<file path="config.mk">
export PLATFORM = sky130hd
export DESIGN_NAME = regfile_mp
export DESIGN_NICKNAME = d
export VERILOG_FILES = /design/src/rtl/regfile_pkg.sv /design/src/rtl/regfile_scoreboard.sv /design/src/rtl/regfile_mp.sv
export SDC_FILE = /design/constraint.sdc
export NUM_CORES = 1
export LEC_CHECK = 0
export ABC_CLOCK_PERIOD_IN_PS = 2520
export CORE_AREA = 4 4 100 102
export CTS_CLUSTER_DIAMETER = 150
export CTS_CLUSTER_SIZE = 30
export DETAILED_ROUTE_END_ITERATION = 8
export DIE_AREA = 0 0 104 106
export GPL_TIMING_DRIVEN = 1
export HOLD_SLACK_MARGIN = 0.05
export PLACE_DENSITY_LB_ADDON = 0.25
export SLEW_MARGIN = 5
export SYNTH_ARGS = -nofsm -noshare
export SYNTH_HDL_FRONTEND = slang
export SYNTH_SLANG_ARGS = --single-unit
</file>
<file path="constraint.sdc">
create_clock -name clock -period 2.52 [get_ports clock]
set_input_delay 0.504 -clock clock [delete_from_list [all_inputs] [get_ports clock]]
set_output_delay 0.504 -clock clock [all_outputs]
set_load 0.005 [all_outputs]
</file>
<file path="src/rtl/regfile_pkg.sv">
// Package: regfile_pkg
// Purpose: shared defaults, typedefs and bus-slicing helper for the multi-port
//          register file (regfile_mp) and its busy scoreboard.
// Contents:
//   DATA_W_DEF / DEPTH_DEF / ADDR_W_DEF - default geometry
//   addr_t / data_t                     - register address / data types at default geometry
//   rd_idx(p, w)                        - LSB position of port p in a flattened bus of w-bit lanes
package regfile_pkg;

  localparam int DATA_W_DEF = 8;
  localparam int DEPTH_DEF  = 8;
  localparam int ADDR_W_DEF = $clog2(DEPTH_DEF);

  typedef logic [ADDR_W_DEF-1:0] addr_t;
  typedef logic [DATA_W_DEF-1:0] data_t;

  // Port p occupies bits [p*w +: w] of every flattened per-port bus.
  function automatic int rd_idx(input int p, input int w);
    return p * w;
  endfunction

endpackage

</file>
<file path="src/rtl/regfile_scoreboard.sv">
// Module: regfile_scoreboard
// Purpose: busy-bit scoreboard. Decode reserves a destination register, any
//          write to that register releases it. A reserve and a release of the
//          same register on one edge leave it busy (the reserve belongs to a
//          newer producer). Register 0 is never busy.
// Ports:
//   clock    in  rising-edge clock
//   reset    in  asynchronous, active-high
//   rsv_en   in  reserve request
//   rsv_addr in  register to reserve
//   clr      in  per-register release (one bit per register written this edge)
//   busy     out registered busy vector, bit 0 always 0
module regfile_scoreboard
  import regfile_pkg::*;
#(
  parameter int DEPTH  = DEPTH_DEF,
  parameter int ADDR_W = $clog2(DEPTH)
) (
  input  logic              clock,
  input  logic              reset,
  input  logic              rsv_en,
  input  logic [ADDR_W-1:0] rsv_addr,
  input  logic [DEPTH-1:0]  clr,
  output logic [DEPTH-1:0]  busy
);

  logic [DEPTH-1:0] set_s;
  logic [DEPTH-1:0] busy_nxt_s;
  logic [DEPTH-1:0] busy_r;

  // Decode the reserve request; register 0 can never be reserved.
  always_comb begin
    set_s = {DEPTH{1'b0}};
    for (int i = 1; i < DEPTH; i++) begin
      set_s[i] = rsv_en && (rsv_addr == ADDR_W'(i));
    end
  end

  // Release first, then reserve, so a same-edge reserve wins over the release.
  always_comb begin
    busy_nxt_s    = (busy_r & ~clr) | set_s;
    busy_nxt_s[0] = 1'b0;
  end

  // Busy vector register.
  always_ff @(posedge clock or posedge reset) begin
    if (reset) begin
      busy_r <= {DEPTH{1'b0}};
    end else begin
      busy_r <= busy_nxt_s;
    end
  end

  assign busy = busy_r;

endmodule

</file>
<file path="src/rtl/regfile_mp.sv">
// Module: regfile_mp
// Purpose: parametrised multi-port register file with registered reads,
//          hardwired-zero register 0 and a built-in busy scoreboard.
// Optional feature: define REGFILE_BYPASS_EN to forward a same-edge write to a
//          read of the same address (and mask rd_busy for it). Without it a
//          read returns the old contents. Register 0 is never forwarded.
// Ports:
//   clock, reset                 clock / async active-high reset
//   rd_en, rd_addr               per-port read request and address
//   rd_data, rd_valid            registered read data / valid (1-cycle latency)
//   rd_busy                      comb: read address is reserved and not being resolved
//   wr_en, wr_addr, wr_data      per-port write (highest port wins on collision)
//   rsv_en, rsv_addr             reserve a destination register
//   busy                         scoreboard vector
module regfile_mp
  import regfile_pkg::*;
#(
  parameter  int DATA_W = DATA_W_DEF,
  parameter  int DEPTH  = DEPTH_DEF,
  parameter  int NUM_RD = 2,
  parameter  int NUM_WR = 1,
  localparam int ADDR_W = $clog2(DEPTH)
) (
  input  logic                     clock,
  input  logic                     reset,
  input  logic [NUM_RD-1:0]        rd_en,
  input  logic [NUM_RD*ADDR_W-1:0] rd_addr,
  output logic [NUM_RD*DATA_W-1:0] rd_data,
  output logic [NUM_RD-1:0]        rd_valid,
  output logic [NUM_RD-1:0]        rd_busy,
  input  logic [NUM_WR-1:0]        wr_en,
  input  logic [NUM_WR*ADDR_W-1:0] wr_addr,
  input  logic [NUM_WR*DATA_W-1:0] wr_data,
  input  logic                     rsv_en,
  input  logic [ADDR_W-1:0]        rsv_addr,
  output logic [DEPTH-1:0]         busy
);

  logic [DATA_W-1:0] rf_r       [DEPTH];
  logic [ADDR_W-1:0] wa_s       [NUM_WR];
  logic [DATA_W-1:0] wd_s       [NUM_WR];
  logic [DEPTH-1:0]  wr_hit_s;
  logic [DATA_W-1:0] wr_val_s   [DEPTH];
  logic [ADDR_W-1:0] ra_s       [NUM_RD];
  logic [DATA_W-1:0] rd_next_s  [NUM_RD];
  logic [NUM_RD-1:0] byp_hit_s;
  logic [DATA_W-1:0] rd_data_r  [NUM_RD];
  logic [NUM_RD-1:0] rd_valid_r;
  logic [DEPTH-1:0]  busy_s;

  // Unflatten the write buses.
  always_comb begin
    for (int w = 0; w < NUM_WR; w++) begin
      wa_s[w] = wr_addr[rd_idx(w, ADDR_W) +: ADDR_W];
      wd_s[w] = wr_data[rd_idx(w, DATA_W) +: DATA_W];
    end
  end

  // Per-register write resolution; scanning ports upward lets the highest
  // matching port override. Register 0 never sees a hit.
  always_comb begin
    wr_hit_s = {DEPTH{1'b0}};
    for (int i = 0; i < DEPTH; i++) begin
      wr_val_s[i] = {DATA_W{1'b0}};
    end
    for (int i = 1; i < DEPTH; i++) begin
      for (int w = 0; w < NUM_WR; w++) begin
        if (wr_en[w] && (wa_s[w] == ADDR_W'(i))) begin
          wr_hit_s[i] = 1'b1;
          wr_val_s[i] = wd_s[w];
        end else begin
          wr_val_s[i] = wr_val_s[i];
        end
      end
    end
  end

  // Register storage; register 0 is reset to zero and never written.
  always_ff @(posedge clock or posedge reset) begin
    if (reset) begin
      for (int i = 0; i < DEPTH; i++) begin
        rf_r[i] <= {DATA_W{1'b0}};
      end
    end else begin
      for (int i = 0; i < DEPTH; i++) begin
        if (wr_hit_s[i]) begin
          rf_r[i] <= wr_val_s[i];
        end
      end
    end
  end

  // Read-side muxing, optional write forwarding and busy indication.
  always_comb begin
    rd_busy = {NUM_RD{1'b0}};
    for (int p = 0; p < NUM_RD; p++) begin
      ra_s[p] = rd_addr[rd_idx(p, ADDR_W) +: ADDR_W];
`ifdef REGFILE_BYPASS_EN
      byp_hit_s[p] = wr_hit_s[ra_s[p]];
      rd_next_s[p] = byp_hit_s[p] ? wr_val_s[ra_s[p]] : rf_r[ra_s[p]];
`else
      byp_hit_s[p] = 1'b0;
      rd_next_s[p] = rf_r[ra_s[p]];
`endif
      rd_busy[p] = busy_s[ra_s[p]] && !byp_hit_s[p];
    end
  end

  // Read output registers; data holds when the port is idle.
  always_ff @(posedge clock or posedge reset) begin
    if (reset) begin
      rd_valid_r <= {NUM_RD{1'b0}};
      for (int p = 0; p < NUM_RD; p++) begin
        rd_data_r[p] <= {DATA_W{1'b0}};
      end
    end else begin
      rd_valid_r <= rd_en;
      for (int p = 0; p < NUM_RD; p++) begin
        if (rd_en[p]) begin
          rd_data_r[p] <= rd_next_s[p];
        end
      end
    end
  end

  // Flatten the registered read data.
  always_comb begin
    rd_data = {(NUM_RD*DATA_W){1'b0}};
    for (int p = 0; p < NUM_RD; p++) begin
      rd_data[rd_idx(p, DATA_W) +: DATA_W] = rd_data_r[p];
    end
  end

  assign rd_valid = rd_valid_r;
  assign busy     = busy_s;

  regfile_scoreboard #(
    .DEPTH  (DEPTH),
    .ADDR_W (ADDR_W)
  ) u_scoreboard (
    .clock    (clock),
    .reset    (reset),
    .rsv_en   (rsv_en),
    .rsv_addr (rsv_addr),
    .clr      (wr_hit_s),
    .busy     (busy_s)
  );

endmodule

</file>
==> metrics.md <==
| Metric | Value |
|---|---|
| Post-route cell area | 5060 um2 |
| Met2 routed WL | between 5000 and 6000 um |
| WL met3 | 767 um |
| Slowest CP cell | clkdlybuf4s50_1 |
| RR Startpoint | rf_r[35] |
| Startpoint Class | input pin |
| Worst skew pair latency | 0.34 ns |
| M1 WL | between 4000 and 5000 um |
| Cell variety after synth | 32 |
| P_sw | around 0.0010 W |
| Final Max Tran Viols | 0 |
| Ranking of synthesized cells by area | dfrtp_1 48%, mux2_2 22%, mux2_1 4.5% |
| Clk pwr share | 0.252 |
| Internal | 0.00257 W |
| Number of diodes | 0 |
| Largest net degree at the start of global routing | 34 |
| Sequential fraction of the synthesis area | 0.477 |
| Proportion of power drawn by combinational gates | 0.254 |
| Synth Warn # | 0 |
| Clock slew seen by the registers of the worst setup and hold paths | 0.08 ns |
| CTS tree | built |
| Setup TNS | 0 ns |
| DIE WIDTH | 104 um |
| Fill cell count | 770 |
| Highest Signal Layer | met4 |
| Setup WS pre-CTS | -0.183 ns |
| RSZ-0062 raised after global routing | no |
| Num CTS Buffers | 9 |
| Global-route wire length before repair | 17,300 um |
| Layout cells sized above 1 | 0.369 |
| GPL Wtd Cong | 0.804 |
| Pwr/cell area | slightly above 700 nW/um2 |
| Final setup fails | 0 |
| Net Count, Synth | 347 |
| CTS sink cnt | 81 |
| CP Cell Sequence | clkdlybuf4s50_1 > mux4_2 > nand2_1 > o21ai_1 > dlygate4sd2_1 |
| Initial antenna violation count | 0 |
| WHS Path Cells | 1 |
| Wire length per cell | 21.5 um |
| Synthesized area | ~4200 um2 |
| DIE HEIGHT | 106 um |
| Die ar. | 11,000 um2 |
| Fmax | 415 MHz |
| Post-route DRC | 0 |
| Leading area contributor after synthesis | dfrtp_1 |
| Htree depth | 3 |
| Max transition margin | 0.585 |
| Placed cell count | 480 |
| Worst Hold Launch | rf_r[50] |
| Grt total ovfl | 0 |
| DP Wirelength | 7210 um |
| Max Buffers Root-to-Sink | 2 |
| Sw Ratio | 0.281 |
| Final Util | 0.556 |
| Post-Route WL | 10,700 um |
| Critical path class | in2out |
| # port buffers | 52 |
| DR vias/cell | 5.92 |
| Hold endpoint | rf_r[50] |
| Final period util | 0.955 |
| WP data arrival | about 1.9 ns |
| Worst r2r dst | rd_data[11] |
| Clock skew | 0.00734 ns |
| Via count | 2,938 |
| Commonest non-fill, non-tap cell in the layout | mux2_2 |
| Initial Utilization | 0.466 |
| Antenna Nets Post-Route | 0 |
| Leakage | approximately 2.1 nW |
| Min Tclk post-route | 2.41 ns |
| Crit. End Element | output port |
| Register area | 2030 um2 |
| Area delta synth->final | 19.2% |
| Total I/O pin count | 54 |
| GRT Total Usage | 0.203 |
| Top cell type's share of synthesized area | 0.477 |
| Area after DPL | 4870 um2 |
| Setup Fix Bufs, Post-CTS | 0 |
| Crit path max fanout | 2 |
| Crit-path max cell delay | 0.50 ns |
| Peak VDD IR | 252 uV |
| NumNets Final | 406 |
| Worst EP required | 2.02 ns |
| Starting DRT DRC Count | 120 |
| DR pass1 iterations | 4 |
| Gate Count Post-Synth | roughly 320 |
| Seq pwr share | 0.494 |
| Core area | 9110 um2 |
| Avg Inst Size Synth | 13.2 um2 |
| Worst R2R Setup Slack | about 1.4 ns |
| Final hold viol count | 0 |
| MaxCap Viol Count | 0 |
| Worst slew pin tran | roughly 0.62 ns |
| Final worst slack | 0.113 ns |
| CTS root buf | clkbuf_8 |
| Non-filler cells, final | 496 |
| # rows | 35 |
| Outcome | finished, final reports clean |
| Hold crit path type | reg2reg |
| Yosys reg bits | 81 |
| Area taken by multi-input logic gates | 1990 um2 |
| Vias in the first global route | a little over 3,000 |
| R2R depth | 3 |
| Most frequent cells in the layout | 84 x mux2_2, 81 x dfrtp_1, 47 x clkdlybuf4s50_1 |
how the worst max path moves through the flow:
stage / start / to / slack [ns] / cells after the start
after floorplan: rd_addr[1] / rd_busy[0] / 0.72 / 5
after global placement: rd_addr[1] / rd_busy[0] / -0.12 / 5
after detailed placement: rd_addr[4] / rd_busy[1] / -0.18 / 5
after CTS: rd_addr[3] / rd_busy[1] / 0.04 / 5
after global routing: rd_addr[0] / rd_busy[0] / 0.04 / 5
final: rd_addr[0] / rd_busy[0] / 0.11 / 5
state kept, by name, summed over array words and instances, names as in the netlist:
signal / flops
u_scoreboard.busy: 7
rd_data: 16
rf_r: 56
rd_valid: 2
what timing repair did:
item | in CTS | in global routing
cloned | 0 | 0
endpoints found under the setup margin | 2 | 1
resized for setup | 4 | 1
hold buffers | 0 | 0
layout make-up:
cell class,instances,area share
clock buffers,12,0.0326
multi-input cells,211,0.392
clock inverters,4,0.00519
inverters,4,0.00371
flip-flops and latches,81,0.400
repair buffers,73,0.138
well taps,111,0.0274
Yosys cell counts:
library cell,n
mux4_2,2
a221oi_1,12
nand4_2,1
nor2b_1,2
o22ai_1,18
conb_1,1
a221oi_2,4
a211oi_1,13
buf_1,2
nand2b_1,7
nand2_1,10
dfrtp_1,81
nand4b_2,3
buf_4,5
a211oi_2,3
nor3_4,1
clkbuf_1,2
buf_12,4
buf_6,4
o21ai_1,1
mux2_1,17
nor2_1,16
clkbuf_2,2
mux2_2,84
and4bb_1,2
o21ai_0,5
a22oi_1,2
inv_1,4
buf_2,6
nand2_2,1
mux2_4,5
o32ai_1,1
cells by family after synthesis:
group / Yosys count / synth area share
other cells: 1 / 0.000883
simple gates: 43 / 0.0610
compound gates: 59 / 0.110
flops: 81 / 0.477
buf+inv: 29 / 0.0548
mux: 108 / 0.296
routing by layer:
metal	global-route usage	up-vias
li1	-	1323
met1	0.283	1514
met2	0.327	93
met3	0.0370	8
met4	0.0570	0
met5	0	-
power by group through the flow:
stage | logic, W | clock network (W) | registers, W
after floorplan | 0.000605 | 0 | 0.00173
after global placement | 0.000901 | 0 | 0.00177
after detailed placement | 0.000919 | 0 | 0.00179
after CTS | 0.000918 | 0.000922 | 0.00176
after global routing | 0.000997 | 0.000980 | 0.00180
final | 0.000908 | 0.000901 | 0.00177
stage by stage:
step | total power [W] | hold WS (ns)
floorplan | 0.00234 | 0.473
global placement | 0.00267 | 0.489
detailed placement | 0.00270 | 0.505
CTS | 0.00360 | 0.524
global route | 0.00378 | 0.539
finish | 0.00358 | 0.526
worst max-delay path, delay by kind of cell:
kind / cells / cell delay [ns]
AO/OA/AOI/OAI: 1 / 0.06
buffers and inverters: 2 / 0.77
AND/OR/NAND/NOR: 1 / 0.07
multiplexers: 1 / 0.49
Power figures use the tool's default switching activity.
